===== src/rtl/i2c_pkg.sv =====
// rtl/i2c_pkg.sv - shared widths, general-call address and FSM state codes for the I2C target
package i2c_pkg;

  localparam int DATA_W = 8;
  localparam int ADDR_W = 7;
  localparam logic [ADDR_W-1:0] GEN_CALL_ADDR = 7'h00;

  localparam logic [3:0] ST_IDLE      = 4'd0;
  localparam logic [3:0] ST_ADDR      = 4'd1;
  localparam logic [3:0] ST_ADDR_ACK  = 4'd2;
  localparam logic [3:0] ST_PTR       = 4'd3;
  localparam logic [3:0] ST_PTR_ACK   = 4'd4;
  localparam logic [3:0] ST_WDATA     = 4'd5;
  localparam logic [3:0] ST_WDATA_ACK = 4'd6;
  localparam logic [3:0] ST_RDATA     = 4'd7;
  localparam logic [3:0] ST_RDATA_ACK = 4'd8;
  localparam logic [3:0] ST_WAIT      = 4'd9;

  // Addressed means past our address ACK and not yet released by STOP, NACK or abandon.
  function automatic logic isBusy(input logic [3:0] st);
    return !(st == ST_IDLE || st == ST_WAIT || st == ST_ADDR);
  endfunction

endpackage


===== src/rtl/i2c_line_filter.sv =====
// rtl/i2c_line_filter.sv - 2-FF synchroniser plus FILTER-cycle stability filter with edge pulses
module i2c_line_filter #(
  parameter int FILTER = 4
) (
  input  logic clock,
  input  logic reset,
  input  logic lineIn,
  output logic level,
  output logic rise,
  output logic fall
);

  localparam int CW = (FILTER > 1) ? $clog2(FILTER) : 1;

  logic [1:0]    sync;
  logic [CW-1:0] stableCnt;

  // A new level must be seen for FILTER consecutive cycles; any return to the old level restarts the count.
  always_ff @(posedge clock) begin
    if (reset) begin
      sync      <= 2'b11;
      level     <= 1'b1;
      rise      <= 1'b0;
      fall      <= 1'b0;
      stableCnt <= '0;
    end else begin
      sync <= {sync[0], lineIn};
      rise <= 1'b0;
      fall <= 1'b0;
      if (sync[1] == level) begin
        stableCnt <= '0;
      end else if (stableCnt == CW'(FILTER - 1)) begin
        level     <= sync[1];
        rise      <= sync[1];
        fall      <= ~sync[1];
        stableCnt <= '0;
      end else begin
        stableCnt <= stableCnt + CW'(1);
      end
    end
  end

endmodule


===== src/rtl/i2c_target.sv =====
// rtl/i2c_target.sv - I2C target exposing an 8-bit register bank to a bus controller and a CPU port
// Optional SCL-low watchdog enabled by defining I2C_TARGET_TIMEOUT_EN.
module i2c_target import i2c_pkg::*; #(
  parameter logic [ADDR_W-1:0] DEV_ADDR = 7'h50,
  parameter int REGS    = 16,
  parameter int FILTER  = 4,
  parameter int TIMEOUT = 3500000
) (
  input  logic                    clock,
  input  logic                    reset,
  input  logic                    SCLin,
  input  logic                    SDAin,
  output logic                    SDAlow,
  input  logic                    cpuSel,
  input  logic                    cpuWr,
  input  logic [$clog2(REGS)-1:0] cpuAddr,
  input  logic [DATA_W-1:0]       cpuWData,
  output logic [DATA_W-1:0]       cpuRData,
  output logic                    wrEvent,
  output logic [$clog2(REGS)-1:0] wrIndex,
  output logic                    busy
);

  localparam int IDX_W = $clog2(REGS);

  logic sclLvl, sclRise, sclFall;
  logic sdaLvl, sdaRise, sdaFall;

  i2c_line_filter #(.FILTER(FILTER)) sclFilter (
    .clock  (clock),
    .reset  (reset),
    .lineIn (SCLin),
    .level  (sclLvl),
    .rise   (sclRise),
    .fall   (sclFall)
  );

  i2c_line_filter #(.FILTER(FILTER)) sdaFilter (
    .clock  (clock),
    .reset  (reset),
    .lineIn (SDAin),
    .level  (sdaLvl),
    .rise   (sdaRise),
    .fall   (sdaFall)
  );

  logic [3:0]        state;
  logic [3:0]        bitCnt;
  logic [DATA_W-1:0] shiftReg;
  logic [IDX_W-1:0]  ptr;
  logic              rwBit;
  logic [DATA_W-1:0] regs [REGS];

  logic              startEv, stopEv, timedOut, addrHit;
  logic [DATA_W-1:0] shiftNext;
  logic [IDX_W-1:0]  ptrNext;

  assign startEv   = sdaFall & sclLvl;
  assign stopEv    = sdaRise & sclLvl;
  assign shiftNext = {shiftReg[DATA_W-2:0], sdaLvl};
  assign ptrNext   = ptr + IDX_W'(1);
  assign addrHit   = (shiftReg[DATA_W-1:1] == DEV_ADDR) && (shiftReg[DATA_W-1:1] != GEN_CALL_ADDR);
  assign busy      = isBusy(state);

`ifdef I2C_TARGET_TIMEOUT_EN
  localparam int TW = $clog2(TIMEOUT + 1);
  logic [TW-1:0] lowCnt;

  always_ff @(posedge clock) begin
    if (reset || sclLvl || state == ST_IDLE) begin
      lowCnt <= '0;
    end else if (!timedOut) begin
      lowCnt <= lowCnt + TW'(1);
    end
  end

  assign timedOut = !sclLvl && (state != ST_IDLE) && (lowCnt == TW'(TIMEOUT - 1));
`else
  // No watchdog in this build; TIMEOUT is inert and only a negative value could ever trip this.
  assign timedOut = (TIMEOUT < 0);
`endif

  // Bus bits are sampled on filtered SCL rise; SDAlow only moves on the cycle after a filtered SCL fall.
  always_ff @(posedge clock) begin
    if (reset) begin
      state    <= ST_IDLE;
      bitCnt   <= '0;
      shiftReg <= '0;
      ptr      <= '0;
      rwBit    <= 1'b0;
      SDAlow   <= 1'b0;
      wrEvent  <= 1'b0;
      wrIndex  <= '0;
      cpuRData <= '0;
      for (int i = 0; i < REGS; i++) regs[i] <= '0;
    end else begin
      wrEvent <= 1'b0;
      if (startEv) begin
        state  <= ST_ADDR;
        bitCnt <= '0;
      end else if (stopEv) begin
        state  <= ST_IDLE;
        SDAlow <= 1'b0;
      end else if (timedOut) begin
        state  <= ST_IDLE;
        SDAlow <= 1'b0;
        bitCnt <= '0;
      end else if (sclRise) begin
        case (state)
          ST_ADDR, ST_PTR: begin
            shiftReg <= shiftNext;
            bitCnt   <= bitCnt + 4'd1;
          end
          ST_WDATA: begin
            shiftReg <= shiftNext;
            bitCnt   <= bitCnt + 4'd1;
            if (bitCnt == 4'd7) begin
              regs[ptr] <= shiftNext;
              wrEvent   <= 1'b1;
              wrIndex   <= ptr;
              ptr       <= ptrNext;
            end
          end
          ST_RDATA: bitCnt <= bitCnt + 4'd1;
          ST_RDATA_ACK: begin
            if (sdaLvl) state <= ST_WAIT;
            else        ptr   <= ptrNext;
          end
          default: ;
        endcase
      end else if (sclFall) begin
        case (state)
          ST_ADDR: begin
            if (bitCnt == 4'd8) begin
              if (addrHit) begin
                state  <= ST_ADDR_ACK;
                SDAlow <= 1'b1;
                rwBit  <= shiftReg[0];
              end else begin
                state  <= ST_WAIT;
                SDAlow <= 1'b0;
              end
            end
          end
          ST_ADDR_ACK: begin
            bitCnt <= '0;
            if (rwBit) begin
              state    <= ST_RDATA;
              shiftReg <= regs[ptr];
              SDAlow   <= ~regs[ptr][DATA_W-1];
            end else begin
              state  <= ST_PTR;
              SDAlow <= 1'b0;
            end
          end
          ST_PTR: begin
            if (bitCnt == 4'd8) begin
              ptr    <= shiftReg[IDX_W-1:0];
              state  <= ST_PTR_ACK;
              SDAlow <= 1'b1;
            end
          end
          ST_PTR_ACK, ST_WDATA_ACK: begin
            state  <= ST_WDATA;
            SDAlow <= 1'b0;
            bitCnt <= '0;
          end
          ST_WDATA: begin
            if (bitCnt == 4'd8) begin
              state  <= ST_WDATA_ACK;
              SDAlow <= 1'b1;
            end
          end
          ST_RDATA: begin
            if (bitCnt == 4'd8) begin
              state  <= ST_RDATA_ACK;
              SDAlow <= 1'b0;
            end else begin
              shiftReg <= {shiftReg[DATA_W-2:0], 1'b0};
              SDAlow   <= ~shiftReg[DATA_W-2];
            end
          end
          ST_RDATA_ACK: begin
            state    <= ST_RDATA;
            bitCnt   <= '0;
            shiftReg <= regs[ptr];
            SDAlow   <= ~regs[ptr][DATA_W-1];
          end
          default: ;
        endcase
      end

      // Placed after the bus commit so a same-cycle CPU write to the same register wins.
      if (cpuSel && cpuWr)  regs[cpuAddr] <= cpuWData;
      if (cpuSel && !cpuWr) cpuRData      <= regs[cpuAddr];
    end
  end

endmodule


===== config.mk =====
export PLATFORM = sky130hd
export DESIGN_NAME = i2c_target
export DESIGN_NICKNAME = d
export VERILOG_FILES = /design/src/rtl/i2c_pkg.sv /design/src/rtl/i2c_line_filter.sv /design/src/rtl/i2c_target.sv
export SDC_FILE = /design/constraint.sdc
export NUM_CORES = 1
export LEC_CHECK = 0
export ABC_AREA = 1
export BUFFER_PORTS_ARGS = -buffer_cell sky130_fd_sc_hd__buf_4
export CELL_PAD_IN_SITES_DETAIL_PLACEMENT = 1
export CELL_PAD_IN_SITES_GLOBAL_PLACEMENT = 1
export CORE_ASPECT_RATIO = 2
export CORE_MARGIN = 8
export CORE_UTILIZATION = 50
export CTS_CLUSTER_DIAMETER = 60
export CTS_CLUSTER_SIZE = 28
export DETAILED_ROUTE_END_ITERATION = 8
export PLACE_DENSITY_LB_ADDON = 0.1
export SYNTH_ARGS = -nofsm -noshare
export SYNTH_HDL_FRONTEND = slang
export SYNTH_SLANG_ARGS = --single-unit

===== constraint.sdc =====
create_clock -name clock -period 4.4 [get_ports clock]
set_clock_uncertainty 0.2 [all_clocks]
set_input_delay 0.66 -clock clock [delete_from_list [all_inputs] [get_ports clock]]
set_output_delay 0.66 -clock clock [all_outputs]
set_load 0.02 [all_outputs]

# Yosys cells after proc, flatten, opt, wreduce, memory -nomap -nowiden
# Memory sizes are Yosys's and may differ from the RTL's. A register that Yosys moved wholly into a read port is not among the register bits.
# Cells that the tools add are included.
# totals
register_bits	41
latch_bits	0
mem_bits_rw	128
rom_bits	0
inputBits	18
out_inout_bits	15
memories	1
# mem_list
name	depth	width	read_ports	rd_ports_with_merged_regs	wr	line_no	text
regs	16	8	2	2	16	i2c_target.sv:52	logic [DATA_W-1:0] regs [REGS];
# op_classes
add_sub_neg	4
n_mul	0
div_mod_pow	0
magnitude_cmp	0
eq_ne	40
shift	0
mux	59
n_bitwise	13
n_reduce_logical	40
# op_table
op	count
4-bit 2-to-1 mux	23
8-bit 2-to-1 mux	7
4-bit one-hot mux with 7 select lines	1
1-bit 2-to-1 mux	24
8-bit one-hot mux with 3 select lines	1
8-bit AND reduction	3
4-bit by 3-bit == test with 1-bit output, second input constant	5
3-bit by 2-bit inequality test with 1-bit output, second input constant	6
3-bit OR reduction	6
8-bit OR reduction	2
5-bit by 4-bit inequality test with 1-bit output, second input constant	3
7-bit AND reduction	2
7-bit nonzero test	2
4-bit == test, second input constant	3
1-bit inverter	11
10-bit inequality test, second input constant	1
2-bit nonzero test	5
3-bit inequality test, second input constant	3
4-bit by 1-bit adder with 4-bit output, second input constant	2
4-bit by 2-bit == test with 1-bit output, second input constant	2
2-bit inequality test, second input constant	4
8-bit inequality test, second input constant	1
4-bit one-hot mux with 2 select lines	1
4-bit nonzero test	2
other kinds (23)	36

# Logic depth before layout (Yosys ltp)
# logic_depth
word_depth	10
mapped_depth	13
mapped_depth_nobuf	12

# Modules after synthesis
# A second synthesis with hierarchy kept.
# unflattened
cells_unflattened	1294
area_unflattened_um2	10490.1
# by_module_without_submodules
mod	n_inst	cells_per_inst	area_each_um2	seq_area_each_um2
i2c_target	1	1244	10014.6	4624.4
i2c_line_filter	2	25	237.7	140.1

# Least setup slack after synthesis
# No wires, ideal clock.
# synth_timing
path_kind	input-to-reg
from	input cpuAddr[1]
to	memory regs[6][0] (enable)
setup_ns	0.337
t_arrival_ns	1.971
path_slack_ns	1.892
path_stages	6
cell_sequence	inv_1 > nor2_1 > clkbuf_1 > nand2_1 > clkbuf_1 > nand3_1
# synth_rtl
element	line_no	text
start: declaration	i2c_target.sv:16	input logic [$clog2(REGS)-1:0] cpuAddr,
end: declaration	i2c_target.sv:52	

==> summary.md <==
The met2 usage in global routing came out at 57.1%. For the initial antenna violation count, the log shows 0. The share of total power dissipated in sequential elements is 52.1%. The clock transition at the registers of the reported paths is 70 ps. At the pin with the least slew margin, the transition time is 1290 ps. Measured along the x axis, the die boundary spans 118 um. The flow ran to the end, and the final reports show no timing, DRC or antenna violations. The tools report the placed instance area as 10700 sq um. The region available for standard cell placement spans 20400 sq um. The H-tree was split into 4 levels. The detailed-route DRC error count is 0. The later pin in the worst-skew pair is clocked with a latency of 450 ps. After layout, the worst setup slack is 1370 ps. After detailed routing, the total wire length is 40800 um. The switching part of the total works out to 26.7%. Each instance of the synthesized netlist takes up on average 7.90 sq um.

For this design the static power due to leakage is 4.18 nW. The TritonCTS buffer count is 17, and the part of the Yosys area used for sequential elements is 47.4%. The internal portion of the total power is 2.74 mW. The I/O pin count was 33; the via count was 10100.

The number of input and output port buffers inserted is 32, and the starting density of the core is 50.8%. The post-route netlist has 9.29% of its cells at a drive strength greater than 1. Fill cells in the final layout number 2573. The number of nets produced by synthesis is 1337. Leaving out fill and tap cells, the most frequent cell in the layout is sky130_fd_sc_hd__nand2_1. The area of the mapped netlist is 10400 sq um, and the number of cells after detailed placement is 1537. The repair_antennas step left the layout with diodes totalling 0. After the flow finishes, the layout carries non-filler instances totaling 1569. The post-cts gate resize count was 0. The max-capacitance violation count was 0. Summed over all nets, the half-perimeter wirelength after detailed placement is 28600 um. In the synthesized netlist the async set-or-reset flop fraction comes to 0%. The cell family contributing the most delay on the critical path is buffers and inverters. Power density of the placed cells: 331 nW/um^2. Setup total negative slack on the finished layout was measured at 0 ps. TritonCTS built the clock tree.

The number of buffers added to fix hold violations after cts was 0; the remaining global-route overflow was 0. Dividing the detail-routed wire length by the instance count gives 26.0 um. The finished cells cover 11300 sq um.

For the portion of total power attributed to the clock network, the log shows 40.2%. The tools report the clock root buffer as sky130_fd_sc_hd__clkbuf_16. Global routing consumed, on the met3 layer, 6.41% of the routing resources. Synthesis produced 1311 cells. The tree built by TritonCTS fans out to 181 sinks. The startpoint type of the worst setup path is an input pin. The clock passes through at most 2 buffers. The largest driver fanout on the critical path is 22, and the maximum ir drop on the vdd rail is 0.308 mV. At the placement stage, the worst setup path has a slack of 997 ps.

The upper clock frequency limit is 0.330 GHz, and the number of hold violations in the final report is 0. Summed over all nets, the switching power comes to 997 uW. In this run the tightest slew margin relative to its limit is 14.1%.

The run gives 2950 ps as the arrival time of the worst setup path. The global routing stage identified its most utilized layer as met2. The slowest stage of the critical path is the sky130_fd_sc_hd__inv_1 cell.

For the required time reported for the critical path endpoint, the log shows 4320 ps. The tools report the die area as 25800 sq um. The run gives 37 as the number of distinct library cells after synthesis. Global routing used 30.1% of the available met1 tracks.

The logs give 0 for the number of setup violations in the final report and 0 for the remaining antenna violation count. The count of synthesis-stage warnings from yosys was 0; the number of enable-type register cells in the synthesized netlist was 128. The number of buffers and inverters on the critical path is 3. The logs give 61100 um for the first-pass GRT wire length and 74 for the pin count of the biggest net entering global routing.

The via-per-instance ratio is 6.44. In the layout the commonest cells are sky130_fd_sc_hd__nand2_1, sky130_fd_sc_hd__nand3_1, sky130_fd_sc_hd__nor2_1. The logs give 0 for the count of final max-slew check failures and 74 for the placement row count. Setup repair after global routing left no endpoint under its margin. The tightest min-delay check is of the in2reg type. The final cycle utilization of the critical path came out at 68.9%.

At the end of routability-driven placement, the weighted congestion stood at 0.969. Post-CTS timing repair inserted 0 buffers for setup. The routed design could run at a clock period as short as 3030 ps. Once layout is complete, the utilization of the core stands at 55.5%. The y dimension of the die is 219 um, and the overall fraction of global-route tracks in use is 31.7%. The via count of the first global-routing pass was 10400. For this run, the leading register cell type out of synthesis is sky130_fd_sc_hd__edfxtp_1. The worst setup path is captured at a flip-flop. The first TritonRoute pass finished after 5 iterations. The area growth from synthesis to final layout is 9.15%, and the DRC violation total after the first TritonRoute iteration is 761. The critical path goes through buf_4, nand2_1, inv_1, buf_4, nand3_1, nand3_1. The number of flip-flops and latches in the synthesized netlist works out to 181. The worst setup path category was in2reg. After the last flow step, the layout net total stands at 1316. On the worst path, the slowest cell contributes a delay of 750 ps. Combinational cells account for 7.7% of the total power.
synthesized netlist by cell type (all sizes together), types with 2 or more instances:
| library cell | instances | area [sq um] |
|---|---|---|
| a21oi | 39 | 195 |
| inv | 85 | 319 |
| edfxtp | 128 | 3840 |
| ha | 8 | 100 |
| o22ai | 25 | 156 |
| nor2 | 177 | 762 |
| nand4 | 4 | 25.0 |
| a22oi | 52 | 390 |
| nand2 | 202 | 788 |
| a211oi | 2 | 15.0 |
| nand3 | 194 | 991 |
| o221ai | 2 | 17.5 |
| dfxtp | 53 | 1060 |
| a31oi | 6 | 37.5 |
| xnor2 | 3 | 26.3 |
| or2 | 7 | 43.8 |
| nor3 | 10 | 66.3 |
| nor3b | 3 | 22.5 |
| clkbuf | 85 | 319 |
| o21ai | 201 | 1010 |
| buf | 7 | 33.8 |
| o211ai | 13 | 97.6 |
registers in the layout, summed over array words and instances (netlist names), named ones only:
name / count
cpuRData: 8
bitCnt: 4
sdaFilter.level: 1
sdaFilter.sync: 2
wrEvent: 1
sclFilter.level: 1
sdaFilter.stableCnt: 2
regs: 128
sclFilter.sync: 2
sclFilter.fall: 1
wrIndex: 4
sclFilter.stableCnt: 2
ptr: 4
SDAlow: 1
state: 4
sdaFilter.fall: 1
shiftReg: 8
rwBit: 1
sdaFilter.rise: 1
sclFilter.rise: 1
cell families (layout without fill, tap and decap cells):
kind of cell / after synthesis / count (layout) / share of synthesized area [%]
and+or+nand+nor: 597 / 597 / 26.1
AOI/OAI and AO/OA: 343 / 343 / 18.7
DFF: 181 / 181 / 47.4
buffers and inverters: 178 / 170 / 6.53
adders and majority gates: 8 / 8 / 0.967
xor gates and xnor gates: 4 / 4 / 0.338
area by class of cell:
class                   instances  area, sq um  share of cell area [%]
inverters                      86          323                    2.86
flip-flops and latches        181         4910                    43.4
well taps                     266          333                    2.95
clock inverters                14          131                    1.16
repair buffers                 52          390                    3.45
multi-input cells             952         4780                    42.3
clock buffers                  18          439                    3.89
power groups by stage:
| stage | registers (mW) | logic (mW) | clock network, mW |
|---|---|---|---|
| detailed placement | 1.98 | 0.279 | 0 |
| floorplan | 1.96 | 0.160 | 0 |
| finish | 1.95 | 0.287 | 1.50 |
| global route | 1.95 | 0.308 | 1.58 |
| global placement | 1.98 | 0.274 | 0 |
| CTS | 1.95 | 0.281 | 1.51 |
stage by stage:
stage / power [mW] / hold WS (ps)
6_report: 3.74 / 187
5_1_grt: 3.83 / 166
3_5_place_dp: 2.26 / 201
3_3_place_gp: 2.25 / 199
4_1_cts: 3.74 / 171
2_1_floorplan: 2.12 / 189
metal layers:
layer / up-vias / wire length (um)
li1: 4542 / -
met1: 4937 / 13600
met2: 441 / 20900
met3: 189 / 2430
met4: 0 / 3830
met5: - / 0
final timing paths:
kind / from / end / slack [ps] / cells after the start
setup / recovery: cpuAddr[0] / regs[11][6] / 1370 / 6
hold / removal: SDAin / sdaFilter.sync[0] / 190 / 2
setup reg to reg: sclFilter.level / regs[13][3] / 1390 / 9
hold reg to reg: sclFilter.sync[0] / sclFilter.sync[1] / 220 / 1
Power figures use the tool's default switching activity.
